==> config.mk <==
export PLATFORM = sky130hd
export DESIGN_NAME = xor_unit_arbiter
export DESIGN_NICKNAME = d
export VERILOG_FILES = /design/src/rtl/xor_unit_arbiter.sv
export SDC_FILE = /design/constraint.sdc
export NUM_CORES = 1
export LEC_CHECK = 0
export ABC_CLOCK_PERIOD_IN_PS = 2300
export CAP_MARGIN = 20
export CORE_MARGIN = 2
export CORE_UTILIZATION = 35
export DETAILED_ROUTE_END_ITERATION = 12
export PLACE_DENSITY = 0.85
export SYNTH_ARGS = -nofsm -noshare
export SYNTH_HDL_FRONTEND = slang
export SYNTH_SLANG_ARGS = --single-unit
==> constraint.sdc <==
create_clock -name clk -period 2.3 [get_ports clk]
set_input_delay 0.46 -clock clk [delete_from_list [all_inputs] [get_ports clk]]
set_output_delay 0.46 -clock clk [all_outputs]
set_load 0.01 [all_outputs]
==> src/rtl/xor_unit_arbiter.sv <==
// xor_unit_arbiter: shares one 32-bit XOR/compare datapath between four requesters.
// Requests are arbitrated round-robin and the winner's operands go into a two-stage
// pipeline (S1 operand register, S2 output register). Tagged results leave through a
// valid/ready response port that supports backpressure.
//
// Ports:
//   clk          system clock, rising edge
//   rst_n        asynchronous active-low reset
//   req          per-requester request, held until granted
//   req_a/req_b  packed operands, requester i uses bits [W*i +: W]
//   gnt          one-hot combinational grant; operands are captured at the closing edge
//   rsp_valid    result valid
//   rsp_ready    consumer accepts the result
//   rsp_id       requester that owns the result
//   rsp_xor      A ^ B
//   rsp_byte_eq  per-byte equality of A and B
//   rsp_eq       full-word equality of A and B
module xor_unit_arbiter #(
    parameter int unsigned NUM_REQ = 4,
    parameter int unsigned W       = 32
) (
    input  logic                   clk,
    input  logic                   rst_n,
    input  logic [NUM_REQ-1:0]     req,
    input  logic [NUM_REQ*W-1:0]   req_a,
    input  logic [NUM_REQ*W-1:0]   req_b,
    output logic [NUM_REQ-1:0]     gnt,
    output logic                   rsp_valid,
    input  logic                   rsp_ready,
    output logic [1:0]             rsp_id,
    output logic [W-1:0]           rsp_xor,
    output logic [W/8-1:0]         rsp_byte_eq,
    output logic                   rsp_eq
);

    localparam int unsigned NB = W / 8;

    // S1 operand stage
    logic         s1_v_q;
    logic [W-1:0] s1_a_q;
    logic [W-1:0] s1_b_q;
    logic [1:0]   s1_id_q;
    logic [1:0]   ptr_q;

    // Handshake
    logic s2_adv;
    logic s1_adv;

    // Arbiter
    logic       gnt_any;
    logic [1:0] gnt_idx;
    logic [1:0] cand;

    // Datapath
    logic [W-1:0]  dp_xor;
    logic [NB-1:0] dp_byte_eq;
    logic          dp_eq;

    assign s2_adv = !rsp_valid || rsp_ready;
    assign s1_adv = !s1_v_q || s2_adv;

    // Round-robin search starting at ptr_q. Grant is forced low during reset so that
    // nothing appears to be accepted while the pipeline is being cleared.
    always_comb begin
        gnt_any = 1'b0;
        gnt_idx = ptr_q;
        cand    = '0;
        gnt     = '0;
        if (rst_n && s1_adv) begin
            for (int unsigned off = 0; off < NUM_REQ; off++) begin
                cand = ptr_q + off[1:0];
                if (!gnt_any && req[cand]) begin
                    gnt_any = 1'b1;
                    gnt_idx = cand;
                end
            end
        end
        if (gnt_any) begin
            gnt[gnt_idx] = 1'b1;
        end
    end

    always_ff @(posedge clk or negedge rst_n) begin
        if (!rst_n) begin
            s1_v_q  <= 1'b0;
            s1_a_q  <= '0;
            s1_b_q  <= '0;
            s1_id_q <= '0;
            ptr_q   <= '0;
        end else if (s1_adv) begin
            s1_v_q <= gnt_any;
            if (gnt_any) begin
                s1_a_q  <= req_a[32'(gnt_idx) * W +: W];
                s1_b_q  <= req_b[32'(gnt_idx) * W +: W];
                s1_id_q <= gnt_idx;
                ptr_q   <= gnt_idx + 2'd1;
            end
        end
    end

    // A byte matches when its XOR is all zeros.
    always_comb begin
        dp_xor = s1_a_q ^ s1_b_q;
        for (int unsigned k = 0; k < NB; k++) begin
            dp_byte_eq[k] = ~|dp_xor[8*k +: 8];
        end
        dp_eq = &dp_byte_eq;
    end

    // S2 output stage; fields only load with a valid S1 entry so a bubble leaves
    // the previous (don't-care) result in place.
    always_ff @(posedge clk or negedge rst_n) begin
        if (!rst_n) begin
            rsp_valid   <= 1'b0;
            rsp_id      <= '0;
            rsp_xor     <= '0;
            rsp_byte_eq <= '0;
            rsp_eq      <= 1'b0;
        end else if (s2_adv) begin
            rsp_valid <= s1_v_q;
            if (s1_v_q) begin
                rsp_id      <= s1_id_q;
                rsp_xor     <= dp_xor;
                rsp_byte_eq <= dp_byte_eq;
                rsp_eq      <= dp_eq;
            end
        end
    end

endmodule
**After elaboration in Yosys (flattened, before gate mapping)**

Index checks and enable logic that the tools add are counted.
Widths: inputs -> output; s select.

- Reduce and logical (&&, ||, !) cells: 23
- Shift-type cells: 2
- Multiply operators: 0
- Muxes and demuxes: 23
- Add/sub/neg operators: 4
- Div/mod/pow operators: 0
- Bitwise operators: 1
- Order comparisons: 6
- Equal/unequal tests: 0

Operator list:

| operator | count |
|---|---|
| $shiftx 128x8->32 | 2 |
| $reduce_or 8->1 | 4 |
| $xor 32x32->32 | 1 |
| $lt 2x3->1 const B | 5 |
| $mux 1 | 13 |
| $logic_not 1->1 | 9 |
| $bmux 1 s2 | 4 |
| $mux 2 | 4 |
| $logic_and 1x1->1 | 5 |
| $add 2x1->2 const B | 2 |
| $add 2x2->2 const B | 2 |
| $mux 4 | 1 |
| $reduce_and 2->1 | 2 |
| $reduce_and 4->1 | 1 |
| $demux 1 s2 | 1 |
| $ge 2x1->1 const B | 1 |
| $logic_or 1x1->1 | 2 |

- Memory bits (writable): 0
- Register bits after elaboration: 109
- Bits in latches: 0
- Logic and storage cells: 69
- ROM bits: 0
- Memories: 0

**Depth between registers and ports, before layout**

Gate-level depths: netlist of run 1.

- Depth in word-level cells: 22
- Mapped depth: 10
- Mapped depth without buffers: 7

**Worst setup path before layout of run 1**

Ideal clock, no wire load.

- Path type: input port to output port
- Start: input port req[3]
- End: output port gnt[0]
- Arrival: 2030 ps
- Path slack: -190 ps
- Stages on the path: 9
- Cells stage by stage: buf_2 -> nor2_1 -> or4_1 -> o221ai_2 -> o21ai_2 -> xnor2_4 -> buf_6 -> buf_6 -> and3_1

- Word-level cells in the longest chain between the ends: 21

Ends and longest elaborated chain:

| element | line | text |
|---|---|---|
| start: declaration | 24 | `input logic [NUM_REQ-1:0] req,` |
| $bmux 1 s2 | 72 | `if (!gnt_any && req[cand]) begin` |
| $mux 1 (implied by the code) | 72 |  |
| $mux 1 | 72 |  |
| $mux 1 | 69 | `if (rst_n && s1_adv) begin` |
| $logic_not 1->1 | 72 |  |
| $logic_and 1x1->1 | 72 |  |
| $mux 1 | 72 |  |
| $mux 1 | 69 |  |
| (+5 left out) | n/a |  |
| $logic_and 1x1->1 | 72 |  |
| $mux 2 | 72 |  |
| $mux 2 | 69 |  |
| $lt 2x3->1 (implied by the code) / $ge 2x1->1 (equally long branches) | 79 | `gnt[gnt_idx] = 1'b1;` |
| $logic_and 1x1->1 (implied by the code) | 79 |  |
| $mux 1 (implied by the code) | 79 |  |
| $demux 1 s2 | 79 |  |
| $mux 4 * | 78 | `if (gnt_any) begin` |
| end: declaration | 27 | `output logic [NUM_REQ-1:0] gnt,` |

Mark *: on every way between the ends. The rest lies on a longest branch, timed or not. The select of a mux whose other input is x is not followed.

**Worst setup path in the final report of run 1**

- Start: register ptr_q[0]
- End: output port gnt[1]

- Word-level cells in the longest chain between the ends: 21

Ends and longest elaborated chain:

| element | line | text |
|---|---|---|
| start: declaration | 43 | `logic [1:0] ptr_q;` |
| start signal: assignment | 96 | `ptr_q <= gnt_idx + 2'd1;` |
| $bmux 1 s2 | 72 |  |
| $mux 1 (implied by the code) | 72 |  |
| $mux 1 | 72 |  |
| $mux 1 | 69 |  |
| $logic_not 1->1 | 72 |  |
| $logic_and 1x1->1 | 72 |  |
| $mux 1 | 72 |  |
| $mux 1 | 69 |  |
| (+5 left out) | n/a |  |
| $logic_and 1x1->1 | 72 |  |
| $mux 2 | 72 |  |
| $mux 2 | 69 |  |
| $lt 2x3->1 (implied by the code) / $ge 2x1->1 (equally long branches) | 79 |  |
| $logic_and 1x1->1 (implied by the code) | 79 |  |
| $mux 1 (implied by the code) | 79 |  |
| $demux 1 s2 | 79 |  |
| $mux 4 * | 78 |  |

Marks and branches as above.

==> run metrics, run 1 <==
CP most frequent cell buf_6; Syn Area/Cell 10.41 sq um; dpl hpwl 17.36 mm; crit-path leading delay family flip-flops; chip width 135.7 microns; grt ovf 0; Sum Neg Setup Slack -10.19 ns; first-pass GRT wire length 36.52 mm; Buf+Inv Stages, Crit Path 3; reg-to-reg slack, setup -0.23 ns; Leak 0.004648 uW; Startpoint Class flip-flop; CTS tree yes; Hold Vio Cnt, Final 0; Post-Syn Instances 583; die height 135.7 microns; R2R depth 10; crit path capture type output pin; Synth Area in XOR/XNOR 0.05215; syn_nets 846; final hold slack 0.08318 ns; Post-Synth Simple-Gate Area 0.1154; Synth Area in Compound Gates 0.2138; Max FO, Critical Path 4; final setup violation count 68; drt pass-1 iters 5; Core ar. 17120 sq um; Clock Latency Late Sink 0.35 ns; Inserted Diodes 0; Setup WS post-layout -0.2662 ns; PortBufs 306; adder-cell share of the synthesized area 0; CP max stage cell dfrtp_2; Post-synth EDFFs 0; # Max-Cap Violations 0; main combinational cell family by area after synthesis compound AO/OA/AOI/OAI gates; Tmin final 2.566 ns; layout cells sized above 1 0.2209; mapped cell area 6070 sq um; WP data arrival 2.11 ns; Rows 48; Worst-Margin Slew 0.7400 ns; TritonCTS Sinks 109; routed wire length 25.52 mm; I/O pins 307; FMAX 389.7 MHz; post-synthesis mux area share 0.1260; GRT Util Overall 0.2600; DRT iter0 DRCs 315; final core utilization 0.6471; worst hold-check path type in2async; R2R Path End s1_a_q[1]; antenna-violating nets left 0; Avg WL per Cell 21.96 microns; Vias 6486; Crit Path Class reg2out; largest net degree at the start of global routing 58; maximum clock path buffer count 2; CP Cell Sequence and3b_2 -> a31oi_4 -> o221ai_4 -> buf_6 -> o21ai_2 -> nor3b_4 -> buf_6 -> buf_6; Slew HR 0.5066; sequential fraction of the synthesis area 0.4494; fin crit share 1.116; PwrDens 1130 nW/um^2; run status finished with violations; H-tree levels 3; root buffer cell clkbuf_16; Max VDD drop 0.5485 mV; area grow syn2layout 82.50%; RD Place Congestion 0.8974; nets 1195; failing checks negative setup slack; Seq cells post-synth 109; worst clock skew 0.01337 ns; RSZ-0062 raised after global routing true; crit path from ptr_q[0]; Num CTS Buffers 9; Post-route DRC 0; ys async rst share 1.000; Synth Warn # 0; die area 18410 sq um; vias in the first global route 6666; R2R Path Start ptr_q[0]; Slew Limit Fails 0; vias per std cell 5.582; clk slew on worst S/H paths 0.08 ns; Worst path max stage delay 0.45 ns; Netlist cell types 50; worst path required time 1.84 ns; antenna violations before repair 2; Synth Flop Type dfrtp_1; Starting Density 0.3546
state kept, by name, summed over array words and instances, names as in the netlist:
| register | cells |
|---|---|
| rsp_id | 2 |
| rsp_byte_eq | 4 |
| s1_v_q | 1 |
| rsp_eq | 1 |
| rsp_valid | 1 |
| s1_b_q | 32 |
| rsp_xor | 32 |
| s1_id_q | 2 |
| ptr_q | 2 |
| s1_a_q | 32 |
synthesized netlist by cell type (all sizes together) (3+ instances only):
cell | instances | area [sq um]
dfrtp | 109 | 2728
buf | 16 | 127.6
xor2 | 8 | 70.07
nor3b | 3 | 27.52
nand2 | 36 | 135.1
mux2 | 11 | 123.9
nor2 | 23 | 86.33
nand3 | 3 | 15.01
a21oi | 3 | 15.01
clkbuf | 33 | 123.9
nand4 | 6 | 37.54
inv | 3 | 11.26
o22ai | 18 | 132.6
mux2i | 64 | 640.6
xnor2 | 26 | 246.5
a221oi | 64 | 623.1
and3 | 50 | 312.8
o21ai | 79 | 399.1
worst register-to-register path, delay by kind of cell, from the launching register on:
kind | cells | cell delay [ns]
flip-flops | 1 | 0.45
AO/OA/AOI/OAI | 6 | 1.24
AND/OR/NAND/NOR | 1 | 0.25
buffers and inverters | 3 | 0.51
area by class of cell:
type | instances | area [sq um]
fillers | 1345 | 6040
repair buffers | 387 | 4110
well taps | 225 | 281.5
clock inverters | 6 | 72.57
clock buffers | 10 | 229.0
multi-input cells | 422 | 3643
flip-flops and latches | 109 | 2729
inverters | 3 | 11.26
worst max path at each step:
| stage | end | cells past startpoint | slack, ns |
|---|---|---|---|
| 2_1_floorplan | gnt[0] | 9 | -0.15 |
| 3_5_place_dp | gnt[3] | 7 | -0.87 |
| 3_3_place_gp | gnt[3] | 8 | -0.85 |
| 4_1_cts | gnt[1] | 10 | -0.24 |
| 5_1_grt | gnt[1] | 9 | -0.33 |
| 6_report | gnt[1] | 8 | -0.27 |
timing repair:
action,in CTS,in global routing
hold buffers,1,0
endpoints found under the hold margin,2,0
pin swaps,22,14
setup endpoints to repair,69,68
gates resized for setup,135,62
gates cloned,4,7
buffers inserted,17,9
layer usage:
layer	track usage	vias up	routed length, microns	part of all wire
li1	-	2926	-	-
met1	0.3051	3148	9537	0.37
met2	0.4433	336	13060	0.51
met3	0.07445	72	2003	0.079
met4	0.1128	4	888	0.035
met5	0	-	23	0.00090
stage by stage:
stage                     instances  power, uW  cell area (sq um)  setup WS, ns
after detailed placement       1112       9208               9657       -0.8674
after global routing           1162      13200              11080       -0.3298
final                          1162      12510              11080       -0.2662
after global placement         1112       9023               9657       -0.8491
after floorplan                 583       6730               6098       -0.1458
after CTS                      1149      11810              10550       -0.2351
power breakdown:
part | leakage, uW | internal [uW] | total (uW) | switching, uW
combinational | 0.00318 | 4010 | 7350 | 3350
clock | 0.000143 | 856 | 1590 | 736
sequential | 0.00132 | 2800 | 3570 | 766
layout by cell type, fill, tap and decap left out, types with 3 or more instances in the layout:
master / n
o21ai_0: 28
dfrtp_1: 108
a221oi_2: 58
xnor2_1: 25
a221oi_4: 6
nand4_1: 6
o22ai_1: 16
clkbuf_16: 16
buf_4: 39
nand2_1: 34
buf_16: 4
nor2_1: 21
nand3_1: 3
mux2i_1: 63
mux2_2: 11
buf_12: 11
clkdlybuf4s50_1: 297
and3_1: 48
o21ai_2: 3
buf_6: 22
o21ai_1: 47
xor2_1: 8
clkinv_4: 3
cell families (layout without fill, tap and decap cells):
group	after synthesis	after routing
AO/OA/AOI/OAI	179	179
AND/OR/NAND/NOR	134	134
flip-flops	109	109
multiplexers	75	75
buffers and inverters	52	406
XOR/XNOR	34	34
Note: power is estimated with default switching activity, not from simulation.
==> run 2, diff against run 1 <==
==> config.mk (replaced) <==
export PLATFORM = sky130hd
export DESIGN_NAME = xor_unit_arbiter
export DESIGN_NICKNAME = d
export VERILOG_FILES = /design/src/rtl/xor_unit_arbiter.sv
export SDC_FILE = /design/constraint.sdc
export NUM_CORES = 1
export LEC_CHECK = 0
export ABC_CLOCK_PERIOD_IN_PS = 3300
export CAP_MARGIN = 20
export CELL_PAD_IN_SITES_DETAIL_PLACEMENT = 1
export CELL_PAD_IN_SITES_GLOBAL_PLACEMENT = 2
export CORE_MARGIN = 2
export CORE_UTILIZATION = 25
export CTS_CLUSTER_SIZE = 12
export DETAILED_ROUTE_END_ITERATION = 12
export PLACE_DENSITY = 0.95
export SYNTH_ARGS = -nofsm -noshare
export SYNTH_HDL_FRONTEND = slang
export SYNTH_SLANG_ARGS = --single-unit
==> constraint.sdc (replaced) <==
create_clock -name clk -period 3.3 [get_ports clk]
set_input_delay 0.66 -clock clk [delete_from_list [all_inputs] [get_ports clk]]
set_output_delay 0.66 -clock clk [all_outputs]
set_load 0.01 [all_outputs]
==> run metrics, run 2 (synthesis gave the netlist of run 1 again) <==
run status complete, no violations; Setup WS post-layout 0.2101 ns (+0.4763 ns); grt ovf 0 (unchanged); maximum clock path buffer count 2 (unchanged); Finished Cell Area 9918 sq um (-10%); WP data arrival 2.43 ns (+0.32 ns); Post-DP Area 9599 sq um (-0.60%); worst hold-check path type in2async; placed insts 1196 (+7.6%); dpl hpwl 19.22 mm (+11%); TritonCTS Sinks 109 (unchanged); PortBufs 306 (unchanged); Tmin final 3.090 ns; reg-to-reg slack, setup 0.35 ns (+0.58 ns); clk slew on worst S/H paths 0.08 ns (about the same); R2R depth 11 (+1); Rows 57 (+19%); die area 25540 sq um (+39%); worst path required time 2.64 ns (+0.80 ns); largest net degree at the start of global routing 64 (+10%); chip width 159.8 microns (+18%); Worst path max stage delay 0.64 ns (+0.19 ns); DRT iter0 DRCs 254 (-19%); power share of the clock group 0.143 (+0.016); RD Place Congestion 0.7730 (-14%); Inserted Diodes 0 (unchanged); vias in the first global route 6678 (+0.18%); I/O pins 307 (unchanged); RSZ-0062 raised after global routing false; routed wire length 24.49 mm (-4.0%); vias per std cell 4.961 (-11%); Max VDD drop 0.3000 mV (-45%); R2R Path Start ptr_q[0]; Sum Neg Setup Slack 0 ns (+10.19 ns); Largest regs rsp_xor (32), s1_a_q (32), s1_b_q (32); GRT Util Overall 0.1896 (-0.07039); internal power 4441 uW (-42%); Vias 6028 (-7.1%); Worst-Margin Slew 0.8221 ns (+0.08201 ns); root buffer cell clkbuf_16; layout cells sized above 1 0.1010 (-0.1199); Core ar. 24110 sq um (+41%); pre-CTS setup slack -0.3355 ns (+0.5320 ns); H-tree levels 3 (unchanged); switch share 0.3966 (+0.009073); Hold Vio Cnt, Final 0 (unchanged); Clock Latency Late Sink 0.35 ns (about the same); Crit Path Class reg2out; final setup violation count 0 (-100%); commonest non-fill, non-tap cell in the layout clkdlybuf4s50_1; Starting Density 0.2518 (-0.1028); R2R Path End s1_b_q[9]; crit path capture type output pin; nets 1149 (-3.8%); CP max stage cell dfrtp_1; Hold-fix buffers, CTS 0 (-1); fin cells 1215 (+4.6%); Avg WL per Cell 20.15 microns (-8.2%); switching pwr 2918 uW (-40%); fin crit share 0.9363; Num CTS Buffers 9 (unchanged); antenna-violating nets left 0 (unchanged); # Max-Cap Violations 0 (unchanged); CP Cell Sequence inv_2 -> nand4_1 -> o31ai_1 -> buf_4 -> o21ai_2 -> xnor2_4 -> and3_1 -> dlygate4sd2_1; Max FO, Critical Path 10 (+6); Comb power frac 0.525 (-0.063); worst clock skew 0.01005 ns (-0.003326 ns); first-pass GRT wire length 37.88 mm (+3.7%); Post-route DRC 0 (unchanged); final hold slack 0.3159 ns (+0.2327 ns); die height 159.8 microns (+18%); CTS tree yes; FMAX 323.6 MHz; area grow syn2layout 63.41%; Slew HR 0.4442 (-0.06240); drt pass-1 iters 4 (-1); antenna violations before repair 0 (-2); most frequent cells in the layout 297 x clkdlybuf4s50_1, 109 x dfrtp_1, 75 x o21ai_0; Startpoint Class flip-flop; Seq pwr share 0.332 (+0.047); Slew Limit Fails 0 (unchanged); Leak 0.004194 uW (-9.8%); PwrDens 742.0 nW/um^2 (-34%)
[run 2: cell types whose count changed in the layout (fill, tap and decap cells not counted), sizes merged]
cell | before | now
dlygate4sd2 | 1 | 4
dlygate4sd3 | 1 | 0
bufinv | 1 | 0
buf | 77 | 37
clkinv | 3 | 2
clkdlybuf4s15 | 2 | 1
dlymetal6s2s | 0 | 2
inv | 4 | 6
clkbuf | 18 | 10
bufbuf | 1 | 0
[run 2: stage by stage]
stage,power (uW),utilization
detailed placement,6355,0.3982
global route,7896,0.4115
floorplan,4669,-
CTS,7464,0.4109
finish,7359,0.4115
global placement,6218,0.3982
[run 2: cell type report]
type                            instances  area (sq um)
Tap cell                              324         405.4
Multi-Input combinational cell        422          3119
Inverter                                3         11.26
Clock inverter                          6         43.79
Sequential cell                       109          2728
Timing Repair Buffer                  341          3372
Clock buffer                           10         239.0
Fill cell                            2731         14190
[run 2: worst max-delay path: cells and delay by family (launching register included)]
| family | cells | cell delay (ns) |
|---|---|---|
| buffers and inverters | 3 | 0.65 |
| AO/OA/AOI/OAI | 2 | 0.33 |
| flip-flops | 1 | 0.64 |
| AND/OR/NAND/NOR | 2 | 0.30 |
| XOR/XNOR | 1 | 0.17 |
[run 2: worst max-delay path by stage]
stage | from | endpoint | slack (ns) | cells past startpoint
2_1_floorplan | req[3] | gnt[0] | 0.41 | 9
3_3_place_gp | req[1] | gnt[1] | -0.26 | 8
3_5_place_dp | req[1] | gnt[1] | -0.34 | 8
4_1_cts | req[3] | gnt[1] | 0.04 | 9
5_1_grt | ptr_q[0] | gnt[1] | 0.07 | 8
6_report | ptr_q[0] | gnt[0] | 0.21 | 8
[run 2: per-layer routing]
metal  track usage  up-vias  wire length (microns)
met5             0        -                      0
met3       0.05506       30                   1683
met1        0.2158     2967                   9798
met2        0.3461      215                  12500
li1              -     2816                      -
met4       0.05119        0                    503
[run 2: what timing repair did]
item,CTS,global route
resized for setup,12,6
setup buffers,2,1
endpoints found under the setup margin,4,1
pin swaps,4,5
[run 2: power by group through the flow]
stage	clock, uW	sequential (uW)	combinational, uW
floorplan	0	2390	2280
global placement	0	2440	3780
detailed placement	0	2480	3880
CTS	1100	2460	3910
global route	1140	2520	4230
finish	1050	2440	3860
==> run 3, diff against run 2 <==
--- a/config.mk
+++ b/config.mk
@@ -13,6 +13,7 @@
 export CORE_UTILIZATION = 25
 export CTS_CLUSTER_SIZE = 12
 export DETAILED_ROUTE_END_ITERATION = 12
+export HOLD_SLACK_MARGIN = 0.1
 export PLACE_DENSITY = 0.95
 export SYNTH_ARGS = -nofsm -noshare
 export SYNTH_HDL_FRONTEND = slang
==> results of run 3 <==
Same layout as run 2: the final DEF is identical, and so are final timing and power.
